<file path="src/rtl/mem_stage_unit_pkg.sv">
// rtl/mem_stage_unit_pkg.sv - bus layouts, widths and load-op encodings shared by the MEM stage
package mem_stage_unit_pkg;

    localparam int DEST_SIZE = 5;
    localparam int DATA_SIZE = 32;

    typedef enum logic [2:0] {
        LD_W  = 3'b000,
        LD_B  = 3'b001,
        LD_H  = 3'b010,
        LD_BU = 3'b011,
        LD_HU = 3'b100
    } ld_op_e;

    // EX->ME payload, most significant field first
    typedef struct packed {
        logic                 syscall;
        logic                 ertn;
        logic                 res_from_mem;
        ld_op_e               ld_op;
        logic                 mem_req;
        logic [31:0]          pc;
        logic                 gr_we;
        logic [DEST_SIZE-1:0] dest;
        logic [DATA_SIZE-1:0] alu_result;
    } ex_me_bus_t;

    // ME->WB payload, most significant field first
    typedef struct packed {
        logic                 syscall;
        logic                 ertn;
        logic [31:0]          pc;
        logic                 gr_we;
        logic [DEST_SIZE-1:0] dest;
        logic [DATA_SIZE-1:0] final_result;
    } me_wb_bus_t;

    // bus widths are the sum of their fields
    localparam int EX_TO_ME_BUS_SIZE = $bits(ex_me_bus_t);
    localparam int ME_TO_WB_BUS_SIZE = $bits(me_wb_bus_t);

endpackage

</file>
<file path="src/rtl/mem_load_align.sv">
// rtl/mem_load_align.sv - selects the addressed byte/halfword of a load response and extends it
module mem_load_align
    import mem_stage_unit_pkg::*;
(
    input  logic [2:0]  ld_op,
    input  logic [1:0]  addr,
    input  logic [31:0] rdata,
    output logic [31:0] data
);

    logic [7:0]  byte_sel;
    logic [15:0] half_sel;

    // lane select by address, then sign or zero extension by op; halfwords use addr[1] only
    always_comb begin
        case (addr)
            2'd0:    byte_sel = rdata[7:0];
            2'd1:    byte_sel = rdata[15:8];
            2'd2:    byte_sel = rdata[23:16];
            default: byte_sel = rdata[31:24];
        endcase
        half_sel = addr[1] ? rdata[31:16] : rdata[15:0];
        case (ld_op)
            LD_B:    data = {{24{byte_sel[7]}}, byte_sel};
            LD_H:    data = {{16{half_sel[15]}}, half_sel};
            LD_BU:   data = {24'd0, byte_sel};
            LD_HU:   data = {16'd0, half_sel};
            default: data = rdata;
        endcase
    end

endmodule

</file>
<file path="src/rtl/mem_stage_unit.sv">
// rtl/mem_stage_unit.sv - MEM pipeline stage with SRAM response wait, buffering and flush discard (option: ME_LOAD_FWD_EN)
module mem_stage_unit
    import mem_stage_unit_pkg::*;
#(
    parameter int DISCARD_CNT_W = 2
) (
    input  logic                         clk,
    input  logic                         reset,
    output logic                         ME_Allow_in,
    input  logic                         EX_to_ME_Valid,
    input  logic [EX_TO_ME_BUS_SIZE-1:0] EX_to_ME_Bus,
    input  logic                         WB_Allow_in,
    output logic                         ME_to_WB_Valid,
    output logic [ME_TO_WB_BUS_SIZE-1:0] ME_to_WB_Bus,
    input  logic                         data_sram_data_ok,
    input  logic [31:0]                  data_sram_rdata,
    input  logic                         ertn_flush,
    input  logic                         excp_flush,
    output logic [4:0]                   ME_dest,
    output logic [31:0]                  ME_Forward_Res,
    output logic                         ME_ld_block
);

    ex_me_bus_t               bus_q, bus_d;
    logic                     me_valid_q, me_valid_d;
    logic                     buf_valid_q, buf_valid_d;
    logic [31:0]              buf_q, buf_d;
    logic [DISCARD_CNT_W-1:0] discard_cnt_q, discard_cnt_d;

    logic        flush, ready_go, resp_own, resp_drop, leave, cnt_inc, cnt_full;
    logic [31:0] load_data, final_result;
    me_wb_bus_t  wb_bus;

    // handshake terms and classification of an arriving response (stale vs. ours)
    always_comb begin
        flush          = ertn_flush | excp_flush;
        resp_drop      = data_sram_data_ok & (discard_cnt_q != '0);
        resp_own       = data_sram_data_ok & (discard_cnt_q == '0);
        ready_go       = !bus_q.mem_req | buf_valid_q | resp_own;
        ME_Allow_in    = !me_valid_q | (ready_go & WB_Allow_in);
        ME_to_WB_Valid = me_valid_q & ready_go & !flush;
        leave          = ME_to_WB_Valid & WB_Allow_in;
        cnt_inc        = flush & me_valid_q & bus_q.mem_req & !buf_valid_q & !resp_own;
        cnt_full       = &discard_cnt_q;
    end

    // next state: capture from EX, park early response data, count responses owed to flushed instructions
    always_comb begin
        me_valid_d    = me_valid_q;
        bus_d         = bus_q;
        buf_valid_d   = buf_valid_q;
        buf_d         = buf_q;
        discard_cnt_d = discard_cnt_q;
        if (ME_Allow_in) begin
            me_valid_d = EX_to_ME_Valid;
            if (EX_to_ME_Valid) begin
                bus_d = ex_me_bus_t'(EX_to_ME_Bus);
            end
        end
        if (flush) begin
            me_valid_d = 1'b0;
        end
        if (resp_own & me_valid_q & bus_q.mem_req & !buf_valid_q & !WB_Allow_in) begin
            buf_valid_d = 1'b1;
            buf_d       = data_sram_rdata;
        end
        if (leave | flush) begin
            buf_valid_d = 1'b0;
        end
        if (cnt_inc & !resp_drop) begin
            if (!cnt_full) begin
                discard_cnt_d = discard_cnt_q + DISCARD_CNT_W'(1);
            end
        end else if (resp_drop & !cnt_inc) begin
            discard_cnt_d = discard_cnt_q - DISCARD_CNT_W'(1);
        end
    end

    // control state is reset; payload and buffered data are only meaningful while their valids are set
    always_ff @(posedge clk) begin
        if (reset) begin
            me_valid_q    <= 1'b0;
            buf_valid_q   <= 1'b0;
            discard_cnt_q <= '0;
        end else begin
            me_valid_q    <= me_valid_d;
            buf_valid_q   <= buf_valid_d;
            discard_cnt_q <= discard_cnt_d;
        end
        bus_q <= bus_d;
        buf_q <= buf_d;
    end

    // another cancelled response while the counter is saturated would be misrouted
    always_ff @(posedge clk) begin
        if (!reset) begin
            assert (!(cnt_inc && !resp_drop && cnt_full));
        end
    end

    mem_load_align u_load_align (
        .ld_op (bus_q.ld_op),
        .addr  (bus_q.alu_result[1:0]),
        .rdata (buf_valid_q ? buf_q : data_sram_rdata),
        .data  (load_data)
    );

    // result selection, WB payload and hazard/forwarding outputs
    always_comb begin
        final_result        = bus_q.res_from_mem ? load_data : bus_q.alu_result;
        wb_bus.syscall      = bus_q.syscall;
        wb_bus.ertn         = bus_q.ertn;
        wb_bus.pc           = bus_q.pc;
        wb_bus.gr_we        = bus_q.gr_we;
        wb_bus.dest         = bus_q.dest;
        wb_bus.final_result = final_result;
        ME_to_WB_Bus        = wb_bus;
        ME_dest             = bus_q.dest & {5{me_valid_q & bus_q.gr_we}};
`ifdef ME_LOAD_FWD_EN
        ME_Forward_Res      = final_result;
        ME_ld_block         = me_valid_q & bus_q.res_from_mem & !ready_go;
`else
        ME_Forward_Res      = bus_q.alu_result;
        ME_ld_block         = me_valid_q & bus_q.res_from_mem;
`endif
    end

endmodule
</file>
<file path="config.mk">
export PLATFORM = sky130hd
export DESIGN_NAME = mem_stage_unit
export DESIGN_NICKNAME = d
export VERILOG_FILES = /design/src/rtl/mem_stage_unit_pkg.sv /design/src/rtl/mem_load_align.sv /design/src/rtl/mem_stage_unit.sv
export SDC_FILE = /design/constraint.sdc
export NUM_CORES = 1
export LEC_CHECK = 0
export CAP_MARGIN = 10
export CORE_ASPECT_RATIO = 1.5
export CORE_MARGIN = 5
export CORE_UTILIZATION = 47
export CTS_CLUSTER_SIZE = 24
export DETAILED_ROUTE_END_ITERATION = 10
export MAX_ROUTING_LAYER = met4
export PLACE_DENSITY = 0.94
export SLEW_MARGIN = 20
export SYNTH_ARGS = -nofsm -noshare
export SYNTH_HDL_FRONTEND = slang
export SYNTH_SLANG_ARGS = --single-unit
</file>
<file path="constraint.sdc">
create_clock -name clk -period 10.4 [get_ports clk]
set_input_delay 1.04 -clock clk [delete_from_list [all_inputs] [get_ports clk]]
set_output_delay 1.04 -clock clk [all_outputs]
set_load 0.005 [all_outputs]
</file>
After elaboration in Yosys (flattened, before gate mapping)
Cells that the tools add are included.
{"block": "word_totals", "register_bits": 113}
{"block": "op_classes", "reduce_logical": 17, "muxes": 8, "n_addsub": 2, "bitwise": 24, "n_eq_ne": 7}
{"cell": "case mux 32 bit (4 select lines)", "count": 1}
{"cell": "two-way mux 32 bit", "count": 2}
{"cell": "case mux 8 bit (3 select lines)", "count": 1}
{"cell": "bitwise AND 1 bit", "count": 18}
{"cell": "two-way mux 16 bit", "count": 1}
{"cell": "logical NOT 1 bit", "count": 8}
{"cell": "== test 3 x 2 -> 1 bit (second input constant)", "count": 2}
{"cell": "two-way mux 2 bit", "count": 3}
{"cell": "AND reduction 2 bit", "count": 3}
{"cell": "bitwise AND 5 bit", "count": 1}
{"cell": "OR 1 bit", "count": 5}
{"cell": "logical NOT 2 bit", "count": 2}
{"cell": "nonzero test 2 bit", "count": 2}
{"cell": "OR reduction 2 bit", "count": 2}
{"cell": "== test 3 x 1 -> 1 bit (second input constant)", "count": 1}
{"cell": "== test 3 bit (second input constant)", "count": 1}
{"cell": "adder 2 x 1 -> 2 bit (second input constant)", "count": 1}
{"cell": "== test 2 x 1 -> 1 bit (second input constant)", "count": 1}
{"cell": "== test 2 bit (second input constant)", "count": 1}
{"cell": "inequality test 2 bit (second input constant)", "count": 1}
{"cell": "subtractor 2 x 1 -> 2 bit (second input constant)", "count": 1}

Longest topological paths before layout
{"block": "logic_depth", "word_depth": 9, "depth_mapped": 7, "mapped_depth_nobuf": 4}

Hierarchy
A second synthesis with hierarchy kept.
{"block": "hier_totals", "cells_unflattened": 507, "area_unflattened_um2": 6278.5}
{"mod": "mem_stage_unit", "area_each_um2": 4874.7, "cells_per_inst": 291, "instances": 1}
{"mod": "mem_load_align", "area_each_um2": 1403.8, "cells_per_inst": 216, "instances": 1}

Worst setup path after synthesis
OpenSTA, ideal clock, no wires.
{"block": "synth_path", "kind": "input to register", "from": "input port data_sram_data_ok", "to": "register buf_q[0], enable pin", "arrival_time_ns": 3.682, "path_slack_ns": 6.257, "required_ns": 9.939, "path_buffers": 0, "stages": 3, "path_cell_list": "nor3b_1 > nand2_1 > nor3_1"}
{"block": "synth_via", "elab_chain_cells": 5}
{"element": "start, declared", "line": "mem_stage_unit.sv:15", "rtl": "input logic data_sram_data_ok,"}
{"element": "bitwise AND 1 bit", "line": "mem_stage_unit.sv:38", "rtl": "resp_own = data_sram_data_ok & (discard_cnt_q == '0);"}
{"element": "bitwise AND 1 bit (4 in series)", "line": "mem_stage_unit.sv:63", "rtl": "if (resp_own & me_valid_q & bus_q.mem_req & !buf_valid_q & !WB_Allow_in) begin"}
{"element": "end signal, assigned", "line": "mem_stage_unit.sv:91", "rtl": "buf_q <= buf_d;"}
{"element": "end, declared", "line": "mem_stage_unit.sv:27", "rtl": "logic [31:0] buf_q, buf_d;"}
Every way passes these cells.
A chain may end at the register's enable or synchronous reset.

Final worst setup path
{"block": "layout_path", "from": "register bus_q, in the netlist ME_Forward_Res[1]", "to": "output port ME_to_WB_Bus[15]"}
{"block": "layout_via", "elab_chain_cells": 4, "elab_cells_between_ends": 7, "cone_classes": "2 x eq/ne; 4 x mux; 1 x reduce/logical"}
{"element": "start, declared", "line": "mem_stage_unit.sv:24", "rtl": "ex_me_bus_t bus_q, bus_d;"}
{"element": "start signal, assigned", "line": "mem_stage_unit.sv:90", "rtl": "bus_q <= bus_d;"}
{"element": "== test 2 bit (tied with other cells)", "line": "mem_load_align.sv:16", "rtl": "case (addr)"}
{"element": "case mux 8 bit (3 select lines)", "line": "mem_load_align.sv:16"}
{"element": "case mux 32 bit (4 select lines) *", "line": "mem_load_align.sv:23", "rtl": "case (ld_op)"}
{"element": "two-way mux 32 bit *", "line": "mem_stage_unit.sv:110", "rtl": "final_result = bus_q.res_from_mem ? load_data : bus_q.alu_result;"}
{"element": "end, declared", "line": "mem_stage_unit.sv:14", "rtl": "output logic [ME_TO_WB_BUS_SIZE-1:0] ME_to_WB_Bus,"}
Mark *: on every way between the ends. The rest lies on a longest branch, timed or not.

==> out/metrics.cfg <==
[die]
floorplan.initialDensity = 0.479
placeableCoreArea_sq_mm = 0.0115
row_count = 48
dieWidth_um = 98.5
io-pin-count = 228
design.die.area_sq_mm = 0.0141
die_y_extent_um = 143

[route]
vias_per_cell = 5.66
detail_route.first_pass.iterations = 5
vias = 4247
drt.antenna.violating_nets = 0
route.final.wire_length_um = 16500
drt-wirelength-per-cell_um = 22.0
route.detailed.drc = 0
detail_route.iter0.violations = 338

[global_route]
grt_start_max_net_pins = 78
grt_first_pass_wirelength_um = 24500
antenna_found_initial = 0
grtUsageTotal = 0.235
globalRouteOverflowTotal = 0
via_count_of_the_first_global_routing_pass = 4443

[worst_setup_path]
startpoint_type = flop
critical_path_class = reg2out
critical_path_s_largest_stage_delay_ns = 0.84
rr_startpoint = buf_valid_q
cp_data_arrival_time_ns = 3.62
worst_ep_required_time_ns = 9.36
ff2ff_setup_slack_ns = 7.85
worst-r2r-cell-count = 5
worst_setup_path_endpoint = ME_to_WB_Bus[15]
path_cells = inv_1 -> nor3_1 -> mux2_2 -> a31oi_1 -> clkdlybuf4s50_1
crit_path_max_fanout = 25
cp_slowest_cell = sky130_fd_sc_hd__edfxtp_1
worstReg2RegEnd = ME_Forward_Res[3]
endpoint_type_of_the_worst_setup_path = output pin
worstSetupStartpoint = ME_Forward_Res[1]

[cells_and_area]
finalNetCount = 704
final_layout_size_suffix_gt1_frac = 0.0815
layout.cells.most_common = sky130_fd_sc_hd__clkdlybuf4s50_1
antennaDiodeCount = 0
area_growth_pct = 44.6
most-common-layout-cells = sky130_fd_sc_hd__clkdlybuf4s50_1, sky130_fd_sc_hd__edfxtp_1, sky130_fd_sc_hd__nand2_1, sky130_fd_sc_hd__mux2i_1, sky130_fd_sc_hd__o21ai_0

[synthesis]
synth_area_sq_mm = 0.00553
synth_top_area_cell = sky130_fd_sc_hd__edfxtp_1
synthDistinctLibCells = 45
mappedNetlistNets = 551
netlist.area_leader.share = 0.592
ys_seq_elements = 113
post_synth_main_area_contributors = sky130_fd_sc_hd__edfxtp_1, sky130_fd_sc_hd__buf_4, sky130_fd_sc_hd__mux2i_1
synthesis.instances = 435
synthesized_area_per_cell_sq_um = 12.7
synthesis.yosys.warnings = 0
synth_seq_area_share = 0.607

[sta]
setup_tns_final_ns = 0
min_period_ns = 4.66
fin_worst_hold_slack_ns = 0.517
tightest_slew_ns = 1.05
setup-violations-final = 0
timing.final.crit_share = 0.448
final_hold_violation_count = 0
finalMaxSlewViolations = 0
setup_repair_after_global_routing_missed_its_margin = false
timing.slew.headroom = 0.300
timing.clock.skew_ns = 0.00806
maxClockFrequency_mhz = 215

[pwr]
p_leak_nw = 2.72
powerDensity_mw_per_mm2 = 167
vdd_drop_max_v = 0.000129
post_layout_power_w = 0.00133

[run]
drv_cap = 0

[cts]
clock_tree.buffer_depth = 2
postCtsHoldBufs = 0
ctsResizeCount = 0
cts_tree = done
clk-insertion-delay-late_ns = 0.41
cts_htree_levels = 4
post_cts_buffers = 0
clock_tree_root_driver_cell = sky130_fd_sc_hd__clkbuf_16
numCtsBuffers = 17
clock-sinks = 113
cts.reportedPaths.clkPinSlew_ns = 0.06

[placed_design]
numPortBuffers = 227
post-dp-hpwl_um = 12500
gp_routability_congestion = 0.886

[hold_path]
holdCritPathClass = reg2reg

[status]
status = finished clean

-- synthesized netlist by cell type (all sizes together) --
library cell / number
a2111oi: 1
a211oi: 3
a21oi: 4
a311oi: 1
a31oi: 11
a41oi: 6
and2: 3
and3: 6
and3b: 1
buf: 80
clkbuf: 16
dfxtp: 4
edfxtp: 109
inv: 4
mux2: 10
mux2i: 24
mux4: 1
nand2: 31
nand2b: 9
nand3: 8
nand3b: 3
nand4: 2
nor2: 18
nor2b: 1
nor3: 4
nor3b: 1
nor4bb: 1
o2111a: 1
o2111ai: 3
o211a: 1
o21a: 2
o21ai: 28
o221ai: 2
o22a: 1
o22ai: 14
o311a: 1
o32a: 16
or2: 2
or3: 1
xnor2: 1
-- worst max-delay path, delay by kind of cell (launching register included) --
family                 cells  cell delay, ns
AO/OA/AOI/OAI              1            0.21
buffers and inverters      2            0.96
flip-flops                 1            0.84
multiplexers               1            0.41
AND/OR/NAND/NOR            1            0.78
-- state kept, by name (all words and copies together) (netlist names) --
register / flops
discard_cnt_q: 2
buf_valid_q: 1
ME_Forward_Res: 32
me_valid_q: 1
ME_to_WB_Bus: 40
buf_q: 32
bus_q: 5
-- per-stage QoR --
step	setup WS [ns]	area (sq um)	instances	utilization
CTS	5.75	7990	751	0.693
global placement	6.04	7360	719	0.638
detailed placement	5.92	7360	719	0.638
floorplan	6.26	5530	435	-
finish	5.74	7990	751	0.693
global route	5.56	7990	751	0.693
-- area by class of cell --
class	instances	area, sq um
Inverter	4	15.0
Multi-Input combinational cell	222	1510
Fill cell	838	3540
Clock buffer	18	429
Timing Repair Buffer	230	2290
Clock inverter	14	206
Sequential cell	113	3350
Tap cell	150	188
-- worst min-delay path by stage --
stage | cells after the start | to | start
after floorplan | 2 | discard_cnt_q[1] | discard_cnt_q[1]
after global placement | 2 | discard_cnt_q[1] | discard_cnt_q[1]
after detailed placement | 2 | discard_cnt_q[1] | discard_cnt_q[1]
after CTS | 2 | discard_cnt_q[1] | discard_cnt_q[1]
after global routing | 2 | discard_cnt_q[1] | discard_cnt_q[1]
final | 2 | discard_cnt_q[1] | discard_cnt_q[1]
-- where the power goes --
group,total (W),internal (W),switching [W]
clock,0.000620,0.000405,0.000215
combinational,0.000178,0.000108,0.0000699
sequential,0.000535,0.000522,0.0000137
total,0.00133,0.00103,0.000299
-- kinds of logic (layout without fill, tap and decap cells) --
kind of cell / after synthesis / after routing / synth area share
XOR/XNOR: 1 / 1 / 0.00159
AND/OR/NAND/NOR: 91 / 91 / 0.0801
buffers and inverters: 100 / 266 / 0.122
flip-flops: 113 / 113 / 0.607
AO/OA/AOI/OAI: 95 / 95 / 0.121
multiplexers: 35 / 35 / 0.0686
-- layer usage --
layer	global-route usage	vias to the layer above	wire length, um	part of all wire
li1	-	1897	-	-
met1	0.258	2078	5860	0.36
met2	0.413	228	9050	0.55
met3	0.0411	44	947	0.057
met4	0.106	0	637	0.039
met5	-	-	0	0
No activity file was read; power rests on OpenSTA's default activity.
